===== src/rtl/reg_scoreboard.sv =====
// ============================================================================
// reg_scoreboard : per-line pending-load counters driving the decode stall,
//                  with same-cycle writeback bypass and a drain handshake.
// Optional: define SCB_PERF_EN to add the perf_stall_cnt port and counter.
// Revision: 1.0
// ============================================================================
`default_nettype none

module reg_scoreboard #(
    parameter int CNT_W = 2,
    parameter int NLINE = 16
) (
    input  logic             clk,
    input  logic             rst,
    input  logic             iss_valid,
    input  logic [3:0]       iss_rs1,
    input  logic [3:0]       iss_rs2,
    input  logic             iss_rs1_en,
    input  logic             iss_rs2_en,
    input  logic [3:0]       iss_rd,
    input  logic             iss_rd_en,
    input  logic             iss_load,
    input  logic             n_stall,
    input  logic             flush,
    input  logic             ld_done,
    input  logic [3:0]       ld_rd,
    input  logic             drain_req,
    output logic             scb_nstall,
    output logic             drain_ack,
    output logic [NLINE-1:0] scb_busy,
`ifdef SCB_PERF_EN
    output logic             scb_err,
    output logic [31:0]      perf_stall_cnt
`else
    output logic             scb_err
`endif
);

    localparam logic [CNT_W-1:0] C_CNT_MAX = '1;
    localparam logic [CNT_W-1:0] C_CNT_ONE = CNT_W'(1);

    localparam logic [0:0] S_IDLE  = 1'b0;
    localparam logic [0:0] S_DRAIN = 1'b1;

    logic [CNT_W-1:0] cnt_q [NLINE];
    logic [CNT_W-1:0] cnt_d [NLINE];
    logic [0:0]       state_q, state_d;
    logic             err_q, err_d;
    logic             ack_q, ack_d;
    logic [NLINE-1:0] eff_busy;
    logic             hazard, fire, inc, dec, same_line, all_zero_d;

    // A line whose last outstanding load returns this cycle is free: decode forwards the data.
    always_comb begin
        for (int l = 0; l < NLINE; l++) begin
            eff_busy[l] = (cnt_q[l] != '0) &&
                          !(ld_done && (ld_rd == 4'(l)) && (cnt_q[l] == C_CNT_ONE));
            scb_busy[l] = (cnt_q[l] != '0);
        end
    end

    // Loads to a busy line only stall on saturation; memory returns in order.
    assign hazard = (iss_rs1_en & eff_busy[iss_rs1])
                  | (iss_rs2_en & eff_busy[iss_rs2])
                  | (iss_rd_en & ~iss_load & eff_busy[iss_rd])
                  | (iss_rd_en &  iss_load & (cnt_q[iss_rd] == C_CNT_MAX));

    assign fire      = iss_valid & n_stall & scb_nstall & ~flush;
    assign inc       = fire & iss_load & iss_rd_en;
    assign dec       = ld_done;
    assign same_line = inc & dec & (iss_rd == ld_rd);

    always_comb begin
        cnt_d = cnt_q;
        err_d = err_q;
        if (inc && !same_line) begin
            cnt_d[iss_rd] = cnt_q[iss_rd] + C_CNT_ONE;
        end
        if (dec && !same_line) begin
            if (cnt_q[ld_rd] == '0) begin
                err_d = 1'b1;
            end else begin
                cnt_d[ld_rd] = cnt_q[ld_rd] - C_CNT_ONE;
            end
        end
        all_zero_d = 1'b1;
        for (int l = 0; l < NLINE; l++) begin
            if (cnt_d[l] != '0) begin
                all_zero_d = 1'b0;
            end
        end
    end

    always_ff @(posedge clk or posedge rst) begin
        if (rst) begin
            for (int l = 0; l < NLINE; l++) begin
                cnt_q[l] <= '0;
            end
            err_q <= 1'b0;
            ack_q <= 1'b0;
        end else begin
            cnt_q <= cnt_d;
            err_q <= err_d;
            ack_q <= ack_d;
        end
    end

    always_ff @(posedge clk or posedge rst) begin
        if (rst) begin
            state_q <= S_IDLE;
        end else begin
            state_q <= state_d;
        end
    end

    always_comb begin
        state_d = state_q;
        case (state_q)
            S_IDLE:  if (drain_req)  state_d = S_DRAIN;
            S_DRAIN: if (all_zero_d) state_d = S_IDLE;
            default: state_d = S_IDLE;
        endcase
    end

    always_comb begin
        scb_nstall = (state_q == S_IDLE) & ~(iss_valid & hazard);
        ack_d      = (state_q == S_DRAIN) & all_zero_d;
    end

    assign drain_ack = ack_q;
    assign scb_err   = err_q;

`ifdef SCB_PERF_EN
    logic [31:0] perf_q;

    always_ff @(posedge clk or posedge rst) begin
        if (rst) begin
            perf_q <= '0;
        end else if (iss_valid & n_stall & ~scb_nstall & ~flush) begin
            perf_q <= perf_q + 32'd1;
        end
    end

    assign perf_stall_cnt = perf_q;
`endif

endmodule

`default_nettype wire

===== config.mk =====
export PLATFORM = sky130hd
export DESIGN_NAME = reg_scoreboard
export DESIGN_NICKNAME = d
export VERILOG_FILES = /design/src/rtl/reg_scoreboard.sv
export SDC_FILE = /design/constraint.sdc
export NUM_CORES = 1
export LEC_CHECK = 0
export ABC_CLOCK_PERIOD_IN_PS = 4700
export CAP_MARGIN = 20
export CORE_ASPECT_RATIO = 0.6
export CORE_MARGIN = 8
export CORE_UTILIZATION = 40
export CTS_BUF_LIST = sky130_fd_sc_hd__clkbuf_8
export DETAILED_ROUTE_END_ITERATION = 10
export HOLD_SLACK_MARGIN = 0.02
export PLACE_DENSITY_LB_ADDON = 0.05
export RECOVER_POWER = 100
export SYNTH_ARGS = -nofsm -noshare
export SYNTH_HDL_FRONTEND = slang
export SYNTH_SLANG_ARGS = --single-unit

===== constraint.sdc =====
create_clock -name clk -period 4.7 [get_ports clk]
set_clock_uncertainty 0.05 [all_clocks]
set_input_delay 0.94 -clock clk [delete_from_list [all_inputs] [get_ports clk]]
set_output_delay 0.94 -clock clk [all_outputs]
set_load 0.01 [all_outputs]

==> results.yml <==
critical_path:
  cp-startpoint: "iss_rd[0]"
  crit_top_cell: "buf_4"
  endpoint: "drain_ack$_DFF_PP0_"
  cp_cell_sequence: "buf_12, buf_16, mux4_2, mux4_2, ha_4, a32oi_1, nand4_1, or3_4, nor4_4, buf_4, mux2i_1, buf_4, a22oi_1, nor4_1, buf_4, and3_4, and3_4"
  cp_slowest_cell: "mux4_2"
  critPathRequiredTime_ps: 4910
  rr_worst_depth: 17
  max_stage_delay_ps: 500
  crit_arrival_ps: 4820
  critical_path_class: "primary input to register"
  endpoint_kind: "register"
  start_kind: "primary input"
  timing.rr.end: "drain_ack$_DFF_PP0_"
  r2r_start: "cnt_q[30]$_DFF_PP0_"
  path_max_fanout: 6
  rrSetupSlack_ps: 410
sta:
  hold-worst-slack_ps: 454.9
  period_share_pct: 98.15
  slew_headroom_pct: -35.34
  fmax_mhz: 216.8
  setup_tns_ps: 0
  report.final.hold_viol_count: 0
  slew_viol_final: 36
  worst_pin_slew_ps: 2030
  rsz0062_at_grt: "no"
  setup_violations: 0
  min_period_ps: 4613
synth:
  synth_top_family_by_area: "simple AND/OR/NAND/NOR gates"
  synth_flop_cell: "dfrtp_1"
  syn-num-nets: 476
  synth-simple-area-share_pct: 27.71
  ys_ff_latch: 35
  syn_inst: 447
  synthArstFlopShare_pct: 100.0
  yosysWarnings: 0
  synthMuxAreaShare_pct: 26.53
  synth_edf_count: 0
  synth-compound-area-share_pct: 16.66
  yosysSeqAreaShare_pct: 22.22
  synth_cell_types: 74
  synth_area_mm2: 0.003943
  synth_xor_area_share_pct: 0.8886
  synth.avg_cell_area_um2: 8.820
  synth_fa_ha_area_share_pct: 0.6347
placement:
  placed_cells: 741
  dpl_cell_area_mm2: 0.005587
  hpwlAfterDp_um: 15640
  globalplace.congestion: 1.021
  portBuffers: 45
grt:
  grt_use_total_pct: 29.57
  gr-total-overflow: 0
  grt_pass1_wl_um: 28920
  grt_max_degree: 36
  grt_pass1_vias: 4652
  antenna_found_initial: 0
floorplanning:
  die_h_um: 92.90
  initial_utilization_pct: 40.48
  coreArea_mm2: 0.009739
  die_w_um: 144.2
  pin_count: 46
  die-area_mm2: 0.01339
  rows: 28
drt:
  dr.pass1.iters: 6
  ant_nets: 0
  vias: 4795
  wl_per_cell_um: 25.73
  wl_um: 19680
  vias_per_cell: 6.268
  route.detailed.drc: 0
  drtIter0Drc: 667
pwr:
  p_per_area_mw_per_mm2: 520.7
  seqPwrFrac_pct: 19.6
  finalPower_mw: 3.151
  ir_drop_v: 0.0003245
  switching_share_pct: 47.31
  p_comb_share_pct: 71.0
  p_clk_share_pct: 9.4
  intPower_mw: 1.660
  netSwitchingPower_mw: 1.491
  leakagePower_nw: 2.630
cts:
  cts_root_buf: "clkbuf_8"
  cts.path.max_buffers: 2
  cts_tree: "done"
  cts.clk_slew.worst_paths_ps: 80
  clkLatencyLatePin_ps: 320
  htreeDepth: 2
  clock-sinks: 35
  cts_buffers: 5
outcome:
  violations: "capacitance limit, slew limit"
  outcome: "complete, but fails checks"
finish:
  area_delta_synth_final_pct: 53.48
  diodes: 0
  mostFrequentLayoutCells: "buf_4, mux2i_1, dfrtp_1, nor2_1, nand2_1"
  fillers: 875
  finalInstanceArea_mm2: 0.006051
  nets: 658
  final_cells: 765
  drive_gt1_share_pct: 38.89
  final_common_cell: "buf_4"
hold_path:
  min_path_type: "register to register"
  worst_hold_startpoint: "scb_err$_DFFE_PP0P_"
run:
  maxCapViolCount: 1
## layer usage
layer	up-vias	global-route usage [%]	share of wire (%)
li1	2085	-	-
met5	-	3.008	0.27
met4	2	7.666	2.1
met3	43	13.87	16
met2	348	36.29	37
met1	2317	43.67	45
## synthesized netlist by cell type (2+ instances only)
master / instances / share of area, %
a21oi_1: 8 / 1.0
o21ai_1: 2 / 0.25
nor3b_1: 7 / 1.3
nor4_1: 11 / 1.7
mux2_2: 6 / 1.7
and3_1: 6 / 0.95
o31a_1: 5 / 1.1
o21ai_0: 12 / 1.5
buf_2: 7 / 0.89
o211ai_1: 4 / 0.76
buf_1: 9 / 0.86
o31ai_1: 6 / 1.1
or3_1: 5 / 0.79
nor2b_1: 6 / 0.95
and2_1: 2 / 0.32
nand3_1: 18 / 2.3
and3b_1: 2 / 0.44
nor3_1: 17 / 2.2
a2111oi_0: 2 / 0.44
a211oi_1: 2 / 0.38
a32oi_1: 3 / 0.67
o22a_1: 2 / 0.44
nor2_1: 33 / 3.1
dfrtp_1: 35 / 22
o21a_1: 3 / 0.57
clkbuf_1: 13 / 1.2
o221ai_1: 2 / 0.44
xor2_1: 3 / 0.67
mux2i_1: 55 / 14
o32ai_1: 4 / 0.89
a31oi_1: 6 / 0.95
a22oi_1: 2 / 0.38
ha_1: 2 / 0.63
a31o_2: 2 / 0.44
o41a_1: 3 / 0.86
o22ai_1: 3 / 0.48
inv_1: 14 / 1.3
or2_2: 17 / 2.7
mux4_2: 19 / 11
nand3b_1: 8 / 1.5
nand2_1: 30 / 2.9
nand4_1: 6 / 0.95
buf_6: 3 / 0.86
nand2b_1: 12 / 1.9
## repair_timing
action                                  4_1_cts  5_1_grt
buffers inserted                             10        7
hold buffers                                  0        0
gates resized for setup                      23       48
gates cloned                                  2        0
endpoints found under the setup margin       17        4
pin swaps                                     9       23
## how the worst min path moves through the flow
stage | end | cells past startpoint
final | scb_err$_DFFE_PP0P_ | 1
after floorplan | scb_err$_DFFE_PP0P_ | 1
after global placement | scb_err$_DFFE_PP0P_ | 1
after detailed placement | scb_err$_DFFE_PP0P_ | 1
after global routing | scb_err$_DFFE_PP0P_ | 1
after CTS | scb_err$_DFFE_PP0P_ | 1
## state kept, by name, indices dropped and copies added, names as in the netlist
signal	cells
cnt_q	32
drain_ack	1
scb_err	1
state_q	1
## critical path, delay by kind of cell
family          cells  cell delay (ps)
simple gates        6             1570
mux                 3             1150
buf+inv             5              710
compound gates      2              260
fa+ha+maj           1              180
## power by group through the flow
stage	Sequential [mW]	Clock (mW)	Combinational (mW)
2_1_floorplan	0.507	0	0.990
3_3_place_gp	0.604	0	2.05
3_5_place_dp	0.598	0	2.05
4_1_cts	0.596	0.300	2.11
5_1_grt	0.619	0.313	2.34
6_report	0.618	0.295	2.24
## stage by stage
stage          setup slack (ps)  util, %
3_5_place_dp             -890.3    57.36
4_1_cts                   6.775    60.44
2_1_floorplan            -84.79        -
5_1_grt                   8.034    62.13
3_3_place_gp             -746.4    57.36
6_report                  86.78    62.13
## final cells by class
cell class                 instances  area [um2]  share of cell area, %
timing repair buffer             208        1733                  28.64
multi-input combinational        365        3103                  51.28
inverter                          14       57.56                 0.9512
tap                              135       168.9                  2.792
clock buffer                       5       68.82                  1.137
clock inverter                     3       43.79                 0.7237
sequential                        35       875.8                  14.47
## cells by family (layout without fill, tap and decap cells)
group | count (synthesis) | after routing
simple gates | 193 | 193
flops | 35 | 35
mux | 80 | 80
xor+xnor | 4 | 4
buf+inv | 47 | 230
fa+ha+maj | 2 | 2
compound gates | 86 | 86
Power figures use the tool's default switching activity.
